==> config.mk <==
export PLATFORM = sky130hd
export DESIGN_NAME = arith_issue_queue
export DESIGN_NICKNAME = d
export VERILOG_FILES = /design/src/rtl/arith_issue_queue.sv
export SDC_FILE = /design/constraint.sdc
export NUM_CORES = 2
export LEC_CHECK = 0
export ABC_AREA = 1
export ABC_CLOCK_PERIOD_IN_PS = 4550
export CAP_MARGIN = 20
export CORE_ASPECT_RATIO = 1.4
export CORE_MARGIN = 1
export CORE_UTILIZATION = 45
export CTS_CLUSTER_SIZE = 14
export DETAILED_ROUTE_END_ITERATION = 8
export MAX_ROUTING_LAYER = met4
export PLACE_DENSITY = 0.67
export SLEW_MARGIN = 30
export SYNTH_ARGS = -nofsm -noshare
export SYNTH_HDL_FRONTEND = slang
export SYNTH_SLANG_ARGS = --single-unit
==> constraint.sdc <==
create_clock -name clk -period 4.55 [get_ports clk]
set_clock_uncertainty 0.1 [all_clocks]
set_input_delay 0.455 -clock clk [delete_from_list [all_inputs] [get_ports clk]]
set_output_delay 0.455 -clock clk [all_outputs]
set_load 0.05 [all_outputs]
==> src/rtl/arith_issue_queue.sv <==
// Arithmetic reservation station: holds dispatched uops until both operands are
// captured (at dispatch or from the CDB), then issues the lowest ready entry per cycle.
module arith_issue_queue #(
  parameter int unsigned XLEN          = 32,
  parameter int unsigned ROB_SIZE      = 256,
  parameter int unsigned PHYS_REG_SIZE = 256,
  parameter int unsigned UOP_SIZE      = 16,
  parameter int unsigned RS_SIZE       = 8
) (
  input  logic                             clk,
  input  logic                             rst,
  input  logic                             flush,
  input  logic                             disp_valid,
  output logic                             disp_ready,
  input  logic [$clog2(UOP_SIZE)-1:0]      disp_uop,
  input  logic [$clog2(ROB_SIZE)-1:0]      disp_rob_entry,
  input  logic [$clog2(PHYS_REG_SIZE)-1:0] disp_dest_reg,
  input  logic [XLEN-1:0]                  disp_pc,
  input  logic [$clog2(PHYS_REG_SIZE)-1:0] disp_src1_tag,
  input  logic [$clog2(PHYS_REG_SIZE)-1:0] disp_src2_tag,
  input  logic                             disp_src1_rdy,
  input  logic                             disp_src2_rdy,
  input  logic [XLEN-1:0]                  disp_src1_val,
  input  logic [XLEN-1:0]                  disp_src2_val,
  input  logic                             cdb_valid,
  input  logic [$clog2(PHYS_REG_SIZE)-1:0] cdb_tag,
  input  logic [XLEN-1:0]                  cdb_value,
  output logic                             valid_out,
  output logic [$clog2(UOP_SIZE)-1:0]      uop,
  output logic [$clog2(ROB_SIZE)-1:0]      rob_entry,
  output logic [$clog2(PHYS_REG_SIZE)-1:0] dest_reg,
  output logic [XLEN-1:0]                  rs1,
  output logic [XLEN-1:0]                  rs2,
  output logic [XLEN-1:0]                  pc,
  output logic [$clog2(RS_SIZE):0]         occupancy
);

  localparam int unsigned UOP_W = $clog2(UOP_SIZE);
  localparam int unsigned ROB_W = $clog2(ROB_SIZE);
  localparam int unsigned REG_W = $clog2(PHYS_REG_SIZE);
  localparam int unsigned IDX_W = $clog2(RS_SIZE);
  localparam int unsigned OCC_W = IDX_W + 1;

  typedef struct packed {
    logic [UOP_W-1:0] uop;
    logic [ROB_W-1:0] rob;
    logic [REG_W-1:0] dest;
    logic [XLEN-1:0]  pc;
    logic [REG_W-1:0] s1_tag;
    logic             s1_rdy;
    logic [XLEN-1:0]  s1_val;
    logic [REG_W-1:0] s2_tag;
    logic             s2_rdy;
    logic [XLEN-1:0]  s2_val;
  } entry_t;

  typedef struct packed {
    logic [UOP_W-1:0] uop;
    logic [ROB_W-1:0] rob;
    logic [REG_W-1:0] dest;
    logic [XLEN-1:0]  rs1;
    logic [XLEN-1:0]  rs2;
    logic [XLEN-1:0]  pc;
  } issue_t;

  logic [RS_SIZE-1:0] valid_q, valid_d;
  entry_t             ent_q [RS_SIZE];
  entry_t             ent_d [RS_SIZE];
  logic [OCC_W-1:0]   occ_q, occ_d;
  logic               rdy_q, rdy_d;
  logic               out_vld_q, out_vld_d;
  issue_t             pkt_q, pkt_d;

  logic               sel_hit, free_hit, accept;
  logic [IDX_W-1:0]   sel_idx, free_idx;
  logic               byp1, byp2;
  entry_t             new_ent;

  assign accept = disp_valid && rdy_q;

  // Lowest-index ready entry and lowest-index free slot, from cycle-start state
  always_comb begin
    sel_hit  = 1'b0;
    sel_idx  = '0;
    free_hit = 1'b0;
    free_idx = '0;
    for (int i = 0; i < int'(RS_SIZE); i++) begin
      if (!sel_hit && valid_q[i] && ent_q[i].s1_rdy && ent_q[i].s2_rdy) begin
        sel_hit = 1'b1;
        sel_idx = IDX_W'(i);
      end
      if (!free_hit && !valid_q[i]) begin
        free_hit = 1'b1;
        free_idx = IDX_W'(i);
      end
    end
  end

  // Incoming entry, with operands captured from a same-cycle CDB broadcast
  always_comb begin
    byp1           = !disp_src1_rdy && cdb_valid && (disp_src1_tag == cdb_tag);
    byp2           = !disp_src2_rdy && cdb_valid && (disp_src2_tag == cdb_tag);
    new_ent        = '0;
    new_ent.uop    = disp_uop;
    new_ent.rob    = disp_rob_entry;
    new_ent.dest   = disp_dest_reg;
    new_ent.pc     = disp_pc;
    new_ent.s1_tag = disp_src1_tag;
    new_ent.s1_rdy = disp_src1_rdy || byp1;
    new_ent.s1_val = byp1 ? cdb_value : disp_src1_val;
    new_ent.s2_tag = disp_src2_tag;
    new_ent.s2_rdy = disp_src2_rdy || byp2;
    new_ent.s2_val = byp2 ? cdb_value : disp_src2_val;
  end

  always_comb begin
    valid_d   = valid_q;
    occ_d     = occ_q;
    out_vld_d = 1'b0;
    pkt_d     = pkt_q;
    for (int i = 0; i < int'(RS_SIZE); i++) begin
      ent_d[i] = ent_q[i];
      if (valid_q[i] && cdb_valid) begin
        if (!ent_q[i].s1_rdy && ent_q[i].s1_tag == cdb_tag) begin
          ent_d[i].s1_rdy = 1'b1;
          ent_d[i].s1_val = cdb_value;
        end
        if (!ent_q[i].s2_rdy && ent_q[i].s2_tag == cdb_tag) begin
          ent_d[i].s2_rdy = 1'b1;
          ent_d[i].s2_val = cdb_value;
        end
      end
    end
    if (sel_hit) begin
      valid_d[sel_idx] = 1'b0;
      out_vld_d        = 1'b1;
      pkt_d.uop        = ent_q[sel_idx].uop;
      pkt_d.rob        = ent_q[sel_idx].rob;
      pkt_d.dest       = ent_q[sel_idx].dest;
      pkt_d.rs1        = ent_q[sel_idx].s1_val;
      pkt_d.rs2        = ent_q[sel_idx].s2_val;
      pkt_d.pc         = ent_q[sel_idx].pc;
    end
    if (accept) begin
      valid_d[free_idx] = 1'b1;
      ent_d[free_idx]   = new_ent;
    end
    occ_d = occ_q + OCC_W'(accept) - OCC_W'(sel_hit);
    // Flush drops everything, including a same-cycle dispatch and issue
    if (flush) begin
      valid_d   = '0;
      occ_d     = '0;
      out_vld_d = 1'b0;
      pkt_d     = pkt_q;
    end
    rdy_d = (occ_d != OCC_W'(RS_SIZE));
  end

  always_ff @(posedge clk) begin
    if (rst) begin
      valid_q   <= '0;
      occ_q     <= '0;
      rdy_q     <= 1'b1;
      out_vld_q <= 1'b0;
      pkt_q     <= '0;
    end else begin
      valid_q   <= valid_d;
      occ_q     <= occ_d;
      rdy_q     <= rdy_d;
      out_vld_q <= out_vld_d;
      pkt_q     <= pkt_d;
    end
  end

  // Entry payload is qualified by valid_q, so it needs no reset
  always_ff @(posedge clk) begin
    for (int i = 0; i < int'(RS_SIZE); i++) begin
      ent_q[i] <= ent_d[i];
    end
  end

  assign disp_ready = rdy_q;
  assign occupancy  = occ_q;
  assign valid_out  = out_vld_q;
  assign uop        = pkt_q.uop;
  assign rob_entry  = pkt_q.rob;
  assign dest_reg   = pkt_q.dest;
  assign rs1        = pkt_q.rs1;
  assign rs2        = pkt_q.rs2;
  assign pc         = pkt_q.pc;

endmodule

==> results.md <==
* Most prevalent standard cell on the critical path: nor2_1
* Average cell area after synthesis at 7.32 um2
* Overall power after layout at 24300 uW
* Count of buffers from port buffering at 300
* Total number of vias at 52458
* Final setup viols at 0
* Final Critical Period at 3.34 ns
* Clock tree root driver cell: clkbuf_16
* Placeable core area at 128000 um2
* Routed length per placed instance at 20.4 um
* Most used routing layer in global routing: met2
* Max capacitance violation total at 0
* Final ANT Viol Nets at 0
* Gate count of the mapped netlist at 7965
* Crit. End Element: register
* Worst vdd ir at 0.345 mV
* Critical Path Start: valid_q[1]$_SDFF_PP0_
* Unrepaired setup endpoints after global routing: false
* Skew-Pair Late Insertion Delay at 0.77 ns
* Max FO, Critical Path at 42
* Starting density of the core at 45.5%
* Critical path arrival at 3.95 ns
* Hpwl dp at 110000 um
* Share of synthesized registers carrying an async set or reset at 0%
* DIE WIDTH at 306 um
* Part of the cycle the worst path needs at 73.4%
* Router iterations before antenna repair at 9
* Count of endpoints failing hold in the final timing report at 0
* Final routed wirelength across all metal layers at 200000 um
* Global route total overflow at 0
* Count of flip-flops with a built-in enable after synthesis at 544
* Global Route met2 Usage at 51.3%
* Vias in the first global route at 49370
* TritonCTS Sinks at 1202
* Chain of cells forming the critical path: nand3_1 -> nand2_2 -> nor2_4 -> nand4_2 -> nor2_1 -> inv_1 -> nand2_4 -> buf_4 -> a21oi_1 -> nand2_1 -> nor2_1 -> nor2_1
* CTS-repair resized insts at 0
* Fraction of final layout cells with drive strength greater than 1 at 5.29%
* Status: completed
* Maximum single-stage delay on the critical path at 0.66 ns
* Via count normalized by instance count at 5.36
* Power density of the placed cells at 364 nW/um2
* Most common library cell in the layout ignoring fill and taps: nand2_1
* Number of antenna violations at the first check in global routing at 14
* Floorplan row count at 155
* Final setup margin at 1.21 ns
* Layout overhead on the synthesized area at 14.7%
* Critical hold path startpoint: rst
* Post-CTS Setup Repair Bufs at 0
* Cell family contributing the most delay on the critical path: simple AND/OR/NAND/NOR gates
* Clock tree from TritonCTS: yes
* Vertical die dimension at 428 um
* Hold-fix buffers at CTS at 0
* Clk slew on worst S/H paths at 0.07 ns
* Maximum number of pins on one net before global-route repair at 161
* GP Congestion at 0.934
* Top FF cell, synth: dfxtp_1
* Post-Synthesis Cell Area at 58300 um2
* First-pass GRT wire length at 300000 um
* Total number of H-tree levels at 3
* Number of remaining DRC errors at 0
* Mapped Nets at 8148
* IO Count at 301
* Required time of the worst setup path at 5.16 ns
* Peak clock frequency supported by timing at 299 MHz
* Most frequent cells in the layout: nand2_1 (3102), inv_1 (1088), dfxtp_1 (658)
* Type of origin of the critical path: register
* Fraction of the yosys area taken by sequential cells at 50.6%
* Met3 Resource Use GR at 5.17%
* Worst hold slack at 0.277 ns
* Setup total negative slack at 0 ns
* Met1 layer usage reported by global route at 36.0%
* Die outline area at 131000 um2
* Max-Slew Margin vs Limit at 29.6%
* Syn. warnings at 0
* Count of distinct cell types in the synthesized netlist at 51
* Static leakage at 0.0305 uW
* Classification of the worst-slack hold path: in -> reg
* Post-layout net count at 8214
* Max-slew violation count at 0
* CTS Buf Count at 118
* Slowest stage cell, crit path: nand2_4
* Bufs and invs on worst path at 2
* Source of the worst register-to-register timing path: valid_q[1]$_SDFF_PP0_
* Worst setup slack before clock tree synthesis at 0.899 ns
* Number of storage elements in the synthesis netlist at 1202
* Number of buffers between clock root and the deepest sink at 3
* Worst Setup Path Type: reg -> reg
* GRT Overall Usage at 31.0%
* Actual slew at the worst max-slew pin at 1.06 ns
* DRC violation total after the first TritonRoute iteration at 5038
per-stage QoR:
| step | instance area [um2] | util (%) | instances |
|---|---|---|---|
| floorplan | 58300 | - | 7965 |
| global placement | 62700 | 49.0 | 9558 |
| detailed placement | 62700 | 49.0 | 9559 |
| CTS | 66800 | 52.2 | 9781 |
| global route | 66800 | 52.2 | 9793 |
| finish | 66800 | 52.2 | 9794 |
worst register-to-register path, cell delays in order, from the launching register on:
cell and delay, ns:
dfxtp_1 0.40, nand3_1 0.14, nand2_2 0.11, nor2_4 0.22
nand4_2 0.18, nor2_1 0.31, inv_1 0.21, nand2_4 0.66
buf_4 0.56, a21oi_1 0.10, nand2_1 0.07, nor2_1 0.11
nor2_1 0.11
Yosys cell counts (6+ instances only):
master	instances	area share, %
nand2_1	3103	20
nand3_1	425	3.6
xor2_1	29	0.44
buf_2	154	1.3
buf_6	6	0.12
nor2_1	423	2.7
nor4_2	6	0.13
a21oi_1	277	2.4
or2_2	13	0.14
xnor2_1	27	0.41
inv_2	17	0.11
nand4_1	78	0.84
o21ai_0	383	3.3
nand3_2	10	0.17
a31oi_1	129	1.4
clkinv_1	44	0.28
nor3_1	13	0.11
dfxtp_1	658	23
o21ai_2	33	0.50
nand2_2	10	0.11
clkbuf_1	240	1.5
inv_1	1090	7.0
buf_1	30	0.19
edfxtp_1	544	28
buf_4	46	0.59
o22ai_1	18	0.19
o21ai_1	100	0.86
per-layer routing:
layer | vias to the layer above | share of wire (%)
li1 | 24973 | -
met1 | 24248 | 38
met2 | 2593 | 48
met3 | 644 | 9.3
met4 | 0 | 5.6
met5 | - | 0
kinds of logic (layout without fill, tap and decap cells):
logic type / after synthesis / in the layout / share of synthesized area [%]
buffers and inverters: 1628 / 1796 / 11.2
adder cells (fa/ha/maj): 4 / 4 / 0.0987
AND/OR/NAND/NOR: 4109 / 4109 / 28.3
AO/OA/AOI/OAI: 963 / 963 / 8.94
flip-flops: 1202 / 1202 / 50.6
XOR/XNOR: 56 / 56 / 0.841
multiplexers: 3 / 3 / 0.0515
other: 0 / 13 / 0
power breakdown:
part | switching, uW | leakage (uW) | total, uW | internal, uW
Combinational | 1320 | 0.0182 | 2030 | 706
Clock | 4430 | 0.00199 | 10400 | 5980
Sequential | 193 | 0.0103 | 11900 | 11700
area by class of cell:
class | instances | area [um2]
diodes | 13 | 32.5
fillers | 12154 | 61200
flip-flops and latches | 1202 | 29500
repair buffers | 422 | 4430
multi-input cells | 5135 | 22400
inverters | 1152 | 4340
well taps | 1648 | 2060
clock inverters | 59 | 747
clock buffers | 163 | 3330
path summary, 6_finish.rpt:
kind / end / slack (ns) / cells after the start
worst max register to register: rs1[9]$_SDFFE_PP0P_ / 1.21 / 12
worst min register to register: ent_q[0][71]$_DFF_P_ / 0.37 / 2
worst max-delay path: rs1[9]$_SDFFE_PP0P_ / 1.21 / 12
worst min-delay path: occupancy[2]$_SDFF_PP0_ / 0.28 / 2
Note: power is estimated with default switching activity, not from simulation.
